===== src/rtl/rast_pkg.sv =====
// rtl/rast_pkg.sv - shared rasterizer types, MSAA mode encodings and box indices
package rast_pkg;

  typedef enum logic {
    WAIT = 1'b0,
    TEST = 1'b1
  } state_t;

  localparam logic [3:0] MSAA_1X  = 4'b1000;
  localparam logic [3:0] MSAA_4X  = 4'b0100;
  localparam logic [3:0] MSAA_16X = 4'b0010;
  localparam logic [3:0] MSAA_64X = 4'b0001;

  localparam int LL = 0;
  localparam int UR = 1;

  // Anything that is not a clean one-hot code falls back to 1x spacing.
  function automatic int step_from_mode(input logic [3:0] mode, input int radix);
    case (mode)
      MSAA_4X:  return 1 << (radix - 1);
      MSAA_16X: return 1 << (radix - 2);
      MSAA_64X: return 1 << (radix - 3);
      default:  return 1 << radix;
    endcase
  endfunction

endpackage


===== src/rtl/sample_lane_gen.sv =====
// rtl/sample_lane_gen.sv - lane x positions, valid bits and row/box end flags for one sample group
module sample_lane_gen #(
  parameter int SIGFIG = 24,
  parameter int SAMPS  = 4
) (
  input  logic signed [SIGFIG:0]   i_cur_x,
  input  logic signed [SIGFIG:0]   i_cur_y,
  input  logic signed [SIGFIG:0]   i_step,
  input  logic signed [SIGFIG:0]   i_ur_x,
  input  logic signed [SIGFIG:0]   i_ur_y,
  output logic signed [SIGFIG-1:0] o_lane_x [SAMPS],
  output logic [SAMPS-1:0]         o_lane_valid,
  output logic signed [SIGFIG:0]   o_next_x,
  output logic                     o_row_end,
  output logic                     o_box_end
);

  // Adder chain: entry SAMPS is where the next group in this row would start.
  logic signed [SIGFIG:0] w_x [SAMPS+1];
  logic signed [SIGFIG:0] w_next_y;

  always_comb begin
    w_x[0] = i_cur_x;
    for (int s = 1; s <= SAMPS; s++) begin
      w_x[s] = w_x[s-1] + i_step;
    end
  end

  always_comb begin
    o_lane_valid = '0;
    for (int s = 0; s < SAMPS; s++) begin
      o_lane_x[s]     = w_x[s][SIGFIG-1:0];
      o_lane_valid[s] = (w_x[s] <= i_ur_x);
    end
  end

  assign w_next_y  = i_cur_y + i_step;
  assign o_next_x  = w_x[SAMPS];
  assign o_row_end = (w_x[SAMPS] > i_ur_x);
  assign o_box_end = o_row_end && (w_next_y > i_ur_y);

endmodule


===== src/rtl/sample_iterator.sv =====
// rtl/sample_iterator.sv - walks a triangle bounding box in raster order, SAMPS samples per cycle
module sample_iterator #(
  parameter int SIGFIG = 24,
  parameter int RADIX  = 10,
  parameter int VERTS  = 3,
  parameter int AXIS   = 3,
  parameter int COLORS = 3,
  parameter int SAMPS  = 4
) (
  input  logic                     clk,
  input  logic                     rst,
  input  logic signed [SIGFIG-1:0] tri_R13S [VERTS][AXIS],
  input  logic        [SIGFIG-1:0] color_R13U [COLORS],
  input  logic signed [SIGFIG-1:0] box_R13S [2][2],
  input  logic [3:0]               subSample_R13U,
  input  logic                     validTri_R13H,
  output logic                     halt_R13L,
  output logic signed [SIGFIG-1:0] tri_R14S [VERTS][AXIS],
  output logic        [SIGFIG-1:0] color_R14U [COLORS],
  output logic signed [SIGFIG-1:0] sample_R14S [2][SAMPS],
  output logic [SAMPS-1:0]         validSamp_R14H
);
  import rast_pkg::*;

  localparam int W = SIGFIG + 1;

  state_t r_state;
  state_t w_state_nxt;
  logic   w_accept;
  logic   w_load;

  logic signed [SIGFIG-1:0] r_tri [VERTS][AXIS];
  logic        [SIGFIG-1:0] r_color [COLORS];
  logic signed [SIGFIG-1:0] r_sample [2][SAMPS];
  logic [SAMPS-1:0]         r_valid;
  logic                     r_halt;

  logic signed [W-1:0] r_ll_x, r_ur_x, r_ur_y, r_step;
  logic signed [W-1:0] r_cur_y, r_next_x;
  logic                r_row_end, r_box_end;

  logic signed [W-1:0] w_in_ll_x, w_in_ll_y, w_in_ur_x, w_in_ur_y, w_in_step;
  logic signed [W-1:0] w_gen_x, w_gen_y, w_gen_step, w_gen_ur_x, w_gen_ur_y;

  logic signed [SIGFIG-1:0] w_lane_x [SAMPS];
  logic [SAMPS-1:0]         w_lane_valid;
  logic signed [W-1:0]      w_next_x;
  logic                     w_row_end, w_box_end;

  assign w_in_ll_x = W'(box_R13S[LL][0]);
  assign w_in_ll_y = W'(box_R13S[LL][1]);
  assign w_in_ur_x = W'(box_R13S[UR][0]);
  assign w_in_ur_y = W'(box_R13S[UR][1]);
  assign w_in_step = W'(step_from_mode(subSample_R13U, RADIX));

  // The lane generator always looks at the group about to be registered:
  // the box corner on acceptance, otherwise the successor of the group on display.
  always_comb begin
    w_state_nxt = r_state;
    w_accept    = 1'b0;
    w_gen_x     = r_row_end ? r_ll_x : r_next_x;
    w_gen_y     = r_row_end ? (r_cur_y + r_step) : r_cur_y;
    w_gen_step  = r_step;
    w_gen_ur_x  = r_ur_x;
    w_gen_ur_y  = r_ur_y;
    case (r_state)
      WAIT: begin
        w_gen_x    = w_in_ll_x;
        w_gen_y    = w_in_ll_y;
        w_gen_step = w_in_step;
        w_gen_ur_x = w_in_ur_x;
        w_gen_ur_y = w_in_ur_y;
        if (validTri_R13H) begin
          w_accept = 1'b1;
          if ((w_in_ur_x >= w_in_ll_x) && (w_in_ur_y >= w_in_ll_y)) begin
            w_state_nxt = TEST;
          end
        end
      end
      TEST: begin
        if (r_box_end) begin
          w_state_nxt = WAIT;
        end
      end
      default: w_state_nxt = WAIT;
    endcase
  end

  assign w_load = (w_state_nxt == TEST);

  sample_lane_gen #(
    .SIGFIG(SIGFIG),
    .SAMPS (SAMPS)
  ) u_lane_gen (
    .i_cur_x     (w_gen_x),
    .i_cur_y     (w_gen_y),
    .i_step      (w_gen_step),
    .i_ur_x      (w_gen_ur_x),
    .i_ur_y      (w_gen_ur_y),
    .o_lane_x    (w_lane_x),
    .o_lane_valid(w_lane_valid),
    .o_next_x    (w_next_x),
    .o_row_end   (w_row_end),
    .o_box_end   (w_box_end)
  );

  always_ff @(posedge clk or negedge rst) begin
    if (!rst) begin
      r_state   <= WAIT;
      r_halt    <= 1'b1;
      r_valid   <= '0;
      r_tri     <= '{default: '0};
      r_color   <= '{default: '0};
      r_sample  <= '{default: '0};
      r_ll_x    <= '0;
      r_ur_x    <= '0;
      r_ur_y    <= '0;
      r_step    <= '0;
      r_cur_y   <= '0;
      r_next_x  <= '0;
      r_row_end <= 1'b0;
      r_box_end <= 1'b0;
    end else begin
      r_state <= w_state_nxt;
      r_halt  <= !w_load;
      r_valid <= w_load ? w_lane_valid : '0;
      if (w_accept) begin
        r_tri   <= tri_R13S;
        r_color <= color_R13U;
        r_ll_x  <= w_in_ll_x;
        r_ur_x  <= w_in_ur_x;
        r_ur_y  <= w_in_ur_y;
        r_step  <= w_in_step;
      end
      if (w_load) begin
        r_cur_y   <= w_gen_y;
        r_next_x  <= w_next_x;
        r_row_end <= w_row_end;
        r_box_end <= w_box_end;
        for (int s = 0; s < SAMPS; s++) begin
          r_sample[0][s] <= w_lane_x[s];
          r_sample[1][s] <= w_gen_y[SIGFIG-1:0];
        end
      end
    end
  end

  assign halt_R13L      = r_halt;
  assign validSamp_R14H = r_valid;
  assign tri_R14S       = r_tri;
  assign color_R14U     = r_color;
  assign sample_R14S    = r_sample;

endmodule


===== config.mk =====
export PLATFORM = sky130hd
export DESIGN_NAME = sample_iterator
export DESIGN_NICKNAME = d
export VERILOG_FILES = /design/src/rtl/rast_pkg.sv /design/src/rtl/sample_lane_gen.sv /design/src/rtl/sample_iterator.sv
export SDC_FILE = /design/constraint.sdc
export NUM_CORES = 1
export LEC_CHECK = 0
export CAP_MARGIN = 40
export CELL_PAD_IN_SITES_DETAIL_PLACEMENT = 1
export CELL_PAD_IN_SITES_GLOBAL_PLACEMENT = 1
export CORE_UTILIZATION = 23
export CTS_BUF_LIST = sky130_fd_sc_hd__clkbuf_16
export CTS_CLUSTER_SIZE = 10
export DETAILED_ROUTE_END_ITERATION = 12
export GPL_TIMING_DRIVEN = 0
export PLACE_DENSITY = 0.69
export SETUP_SLACK_MARGIN = 0.02
export SKIP_LAST_GASP = 1
export SLEW_MARGIN = 5
export SYNTH_ARGS = -nofsm -noshare
export SYNTH_HDL_FRONTEND = slang
export SYNTH_HIERARCHICAL = 1
export SYNTH_SLANG_ARGS = --single-unit

===== constraint.sdc =====
create_clock -name clk -period 8.9 [get_ports clk]
set_input_delay 1.78 -clock clk [delete_from_list [all_inputs] [get_ports clk]]
set_output_delay 1.78 -clock clk [all_outputs]
set_load 0.05 [all_outputs]

==> flow_metrics.py, run 1 <==
metrics = {
    "layout": {
        "nets": 5465,
        "drive_above_1_share_pct": 12.3,
        "finalNonFillerCells": 6674,
        "syn_to_final_growth_pct": 49.5,
        "design_area_sq_um": 48200,
    },
    "clock_network": {
        "numClockSinks": 518,
        "cts_buffers": 70,
        "clockBufferDepth": 3,
        "clkLatencyLatePin_ns": 0.67,
        "path_clk_slew_ns": 0.06,
        "cts_hold_buf": 0,
        "htree_levels": 3,
        "cts_tree": "built",
        "cts-root-buf": "clkbuf_16",
    },
    "timing": {
        "worstMarginPinSlew_ns": 0.924,
        "timing.final.crit_share_pct": 102,
        "drv_slew": 0,
        "fin_crit_ns": 9.11,
        "relSlewSlack_pct": 38.4,
        "max_freq_mhz": 110,
        "setup_viol": 2,
        "rsz0062_at_grt": "yes",
        "layout_setup_ws_ns": -0.206,
        "setup-tns-final_ns": -0.319,
        "finalClockSkew_ns": 0.0347,
        "finalHoldViolCount": 0,
    },
    "setup_path": {
        "r2r_setup_slack_ns": -0.02,
        "rr_worst_depth": 38,
        "rr_endpoint": "r_box_end",
        "start_kind": "input port",
        "arrival_ns": 9.65,
        "end_kind": "register",
        "crit_type": "input port to register",
        "worst_path_max_delay_cell": "o41ai_4",
        "cp_max_fo": 7,
        "r2r_start": "r_state",
        "cpMostUsedCell": "ha_4",
        "max_stage_delay_ns": 0.52,
        "crit_required_ns": 9.45,
    },
    "floorplan": {
        "rows": 137,
        "core_sq_um": 139000,
        "die_w_microns": 377,
        "die_h_microns": 377,
        "die-area_sq_um": 142000,
        "start_util_pct": 23.2,
        "boundaryPins": 876,
    },
    "routing": {
        "drtIter0Drc": 1692,
        "dr.pass1.iters": 5,
        "wirelength_microns": 155000,
        "routedWlPerCell_microns": 23.3,
        "ant_nets": 0,
        "drc": 0,
        "vias": 30600,
        "via_per_inst": 4.59,
    },
    "run_status": {
        "violations": "setup timing",
        "outcome": "finished with violations",
    },
    "logic_synthesis": {
        "synthFlopType": "dfrtp_1",
        "syn_area_per_cell_sq_um": 8.95,
        "synth.top_cell.area_share_pct": 40.1,
        "syn_inst": 3605,
        "synthDistinctLibCells": 76,
        "ys_seq_area_share_pct": 40.2,
        "yosys-top-cells-area": "dfrtp_1 40%, nand2_1 13%, ha_1 12%, mux2_1 4.7%, a21oi_1 3.0%",
        "synth_area_sq_um": 32300,
        "yosysWarnings": 6,
        "synth_commonest_cells": "1126 x nand2_1, 517 x dfrtp_1, 322 x ha_1",
        "synth_top_area_cell": "dfrtp_1",
        "synth_edf_count": 0,
        "yosysMostFrequentCell": "nand2_1",
        "synth_seq_cells": 518,
        "synthArstFlopShare_pct": 100,
    },
    "global_route": {
        "antenna_found_initial": 39,
        "grt_pass1_vias": 32400,
        "grt_use_total_pct": 21.6,
        "grt_max_degree": 107,
        "grt_pass1_wl_microns": 225000,
        "overflow": 0,
    },
    "placement": {
        "io_buffer_count": 875,
        "dp_cells": 6484,
        "pre_cts_ws_ns": -3.21,
        "gp_congestion": 0.900,
        "hpwlAfterDp_microns": 126000,
        "placed_cell_area_sq_um": 44100,
    },
    "min_path": {
        "hp-class": "register to register",
        "whs_path_depth": 2,
        "min_to": "tri_R14S[9]",
        "hp-start": "tri_R14S[9]",
    },
    "run": {
        "cap_violations": 0,
    },
}
## how the worst max path moves through the flow
stage	depth (start not counted)	end	from
6_report	39	r_box_end	subSample_R13U[3]
4_1_cts	38	r_box_end	box_R13S[79]
5_1_grt	39	r_box_end	subSample_R13U[3]
3_5_place_dp	41	r_box_end	subSample_R13U[3]
3_3_place_gp	1	color_R14U[11]	rst
2_1_floorplan	36	r_box_end	subSample_R13U[3]
## stage by stage
stage | hold WS [ns] | utilization [%]
finish | 0.470 | 34.6
CTS | 0.475 | 34.3
floorplan | 0.440 | -
global route | 0.483 | 34.6
detailed placement | 0.457 | 31.7
global placement | 0.452 | 31.4
## placed cells by master (no fill, tap or decap), drive strengths merged, types with 30 or more instances in the layout
cell type,count
nand3,30
a21o,87
nor2b,39
o21a,37
clkdlybuf4s50,867
buf,237
a21oi,193
nor2,119
conb,109
dfrtp,517
xnor2,83
nand2,1126
mux2,195
nand4,46
o21ai,119
inv,158
xor2,41
ha,322
clkbuf,167
## layout make-up
type,instances,area [sq um]
clock inverter,45,423
clock buffer,70,1750
buffer,239,1480
fill,16100,91100
multi-input combinational,2808,19100
sequential,518,13000
timing repair buffer,965,9620
antenna,9,22.5
inverter,144,541
tap,1876,2350
## timing repair
action | in CTS | in global routing
endpoints found under the setup margin | 12 | 2
buffers inserted | 47 | 25
pin swaps | 68 | 66
resized for setup | 215 | 73
cloned | 0 | 0
## state kept, by name, summed over array words and instances (netlist names), 4 cells and up
register        cells
r_next_x           25
r_ll_x             24
r_ur_x             24
sample_R14S       119
validSamp_R14H      4
tri_R14S          216
r_step              4
r_ur_y             24
color_R14U         72
## per-layer routing
metal / wire length (microns) / GRT usage (%)
met5: 311 / 0
met4: 3570 / 6.04
met3: 9560 / 5.16
met2: 75100 / 36.8
met1: 66900 / 26.9
## worst max-delay path: cells and delay by family
kind / cells / cell delay (ns)
AO/OA/AOI/OAI: 17 / 3.57
AND/OR/NAND/NOR: 11 / 1.83
adder cells (fa/ha/maj): 5 / 1.33
XOR/XNOR: 3 / 0.55
multiplexers: 1 / 0.31
buffers and inverters: 2 / 0.26
## cells by family (layout without fill, tap and decap cells)
group                    after synthesis  count (layout)  synth area share [%]
buffers and inverters                387            1463                  6.22
multiplexers                         222             222                  7.64
flip-flops                           518             518                  40.2
adder cells (fa/ha/maj)              328             328                  12.9
XOR/XNOR                             125             125                  3.49
AO/OA/AOI/OAI                        554             554                  10.8
other                                  1             118                0.0116
AND/OR/NAND/NOR                     1470            1470                  18.8
Power of run 1 is not shown: default switching activity piles up to over one toggle a cycle in this logic, so the estimate is an artifact.
==> run 2: changes to the inputs <==
SKIP_CTS_REPAIR_TIMING = 1   (was unset)
==> run 2 against run 1 <==
The flow still finishes with violations (setup timing). Largest cell class unchanged. Worst hold slack about the same. Critical endpoint unchanged. Highest routed layer unchanged. Setup slack worse by 0.12 ns. Sequential cell count stayed put.
==> flow_metrics.py, run 2 (synthesis gave the netlist of run 1 again) <==
metrics = {
    "min_path": {
        "whs_path_depth": 2,
        "hp-start": "tri_R14S[9]",
        "hp-class": "register to register",
        "min_to": "tri_R14S[9]",
    },
    "global_route": {
        "grt_pass1_vias": 31700,
        "overflow": 0,
        "antenna_found_initial": 49,
        "grt_pass1_wl_microns": 220000,
        "grt_max_degree": 107,
        "grt_use_total_pct": 21.2,
    },
    "setup_path": {
        "end_kind": "register",
        "r2r_start": "r_row_end",
        "rr_endpoint": "r_box_end",
        "cp_max_fo": 7,
        "crit_type": "input port to register",
        "crit_required_ns": 9.45,
        "r2r_setup_slack_ns": -0.13,
        "start_kind": "input port",
        "max_stage_delay_ns": 0.53,
        "worst_path_max_delay_cell": "clkdlybuf4s50_1",
        "rr_worst_depth": 40,
        "arrival_ns": 9.78,
    },
    "clock_network": {
        "htree_levels": 3,
        "numClockSinks": 518,
        "cts_tree": "built",
        "cts-root-buf": "clkbuf_16",
        "clockBufferDepth": 3,
        "path_clk_slew_ns": 0.06,
        "clkLatencyLatePin_ns": 0.67,
        "cts_buffers": 70,
    },
    "floorplan": {
        "die-area_sq_um": 142000,
        "start_util_pct": 23.2,
        "die_h_microns": 377,
        "core_sq_um": 139000,
        "die_w_microns": 377,
        "rows": 137,
        "boundaryPins": 876,
    },
    "placement": {
        "gp_congestion": 0.900,
        "hpwlAfterDp_microns": 126000,
        "io_buffer_count": 875,
    },
    "timing": {
        "setup-tns-final_ns": -0.642,
        "finalHoldViolCount": 0,
        "timing.final.crit_share_pct": 104,
        "rsz0062_at_grt": "yes",
        "layout_setup_ws_ns": -0.330,
        "setup_viol": 2,
        "finalClockSkew_ns": 0.0309,
        "drv_slew": 0,
        "worstMarginPinSlew_ns": 0.919,
        "max_freq_mhz": 108,
        "relSlewSlack_pct": 38.7,
        "fin_crit_ns": 9.23,
    },
    "routing": {
        "ant_nets": 0,
        "routedWlPerCell_microns": 23.2,
        "wirelength_microns": 154000,
        "drc": 0,
        "vias": 30500,
        "drtIter0Drc": 1588,
        "dr.pass1.iters": 5,
        "via_per_inst": 4.58,
    },
    "run_status": {
        "outcome": "finished with violations",
        "violations": "setup timing",
    },
    "layout": {
        "fillers": 16100,
        "drive_above_1_share_pct": 11.9,
        "nets": 5458,
        "layout_commonest_cell": "nand2_1",
        "final_cell_mix": "1123 x nand2_1, 869 x clkdlybuf4s50_1, 515 x dfrtp_1",
        "largest_reg_flops": 216,
        "syn_to_final_growth_pct": 48.8,
    },
    "run": {
        "cap_violations": 0,
    },
}
run 2: worst max-delay path, delay by kind of cell:
kind	cells	cell delay, ns
buf+inv	3	0.86
compound gates	13	2.47
simple gates	13	2.23
mux	1	0.30
fa+ha+maj	5	1.45
xor+xnor	3	0.67
run 2: worst max-delay path by stage:
| stage | start | endpoint | slack (ns) |
|---|---|---|---|
| final | box_R13S[81] | r_box_end | -0.33 |
| after CTS | r_state | r_box_end | -2.84 |
| after global placement | rst | color_R14U[11] | -19.57 |
| after global routing | box_R13S[78] | r_box_end | -0.56 |
| after floorplan | subSample_R13U[3] | r_box_end | 0.04 |
| after detailed placement | subSample_R13U[3] | r_box_end | -3.21 |
run 2: area by class of cell:
type                            count  area, sq um  share of cell area, %
Timing Repair Buffer              958         9550                   19.9
Sequential cell                   518        13000                   27.0
Clock buffer                       70         1750                   3.65
Antenna cell                       10         25.0                 0.0521
Clock inverter                     45          423                  0.881
Inverter                          144          541                   1.13
Multi-Input combinational cell   2808        18900                   39.4
Tap cell                         1876         2350                   4.89
Buffer                            239         1480                   3.08
run 2: through the flow:
step	instance area [sq um]	worst slack [ns]	util (%)	instances	hold WS, ns
after floorplan	32700	0.0410	-	3713	0.440
after global placement	43800	-19.57	31.4	6464	0.452
after detailed placement	44100	-3.21	31.7	6484	0.457
after CTS	46300	-2.84	33.2	6599	0.475
after global routing	48000	-0.560	34.4	6664	0.483
final	48000	-0.330	34.5	6668	0.471
run 2: per-layer routing:
metal / track usage, % / part of all wire [%]
met3: 5.51 / 6.5
met4: 5.91 / 2.8
met2: 35.9 / 48
met5: 0 / 0.22
met1: 26.4 / 43
Power of run 2 is left out for the same reason.
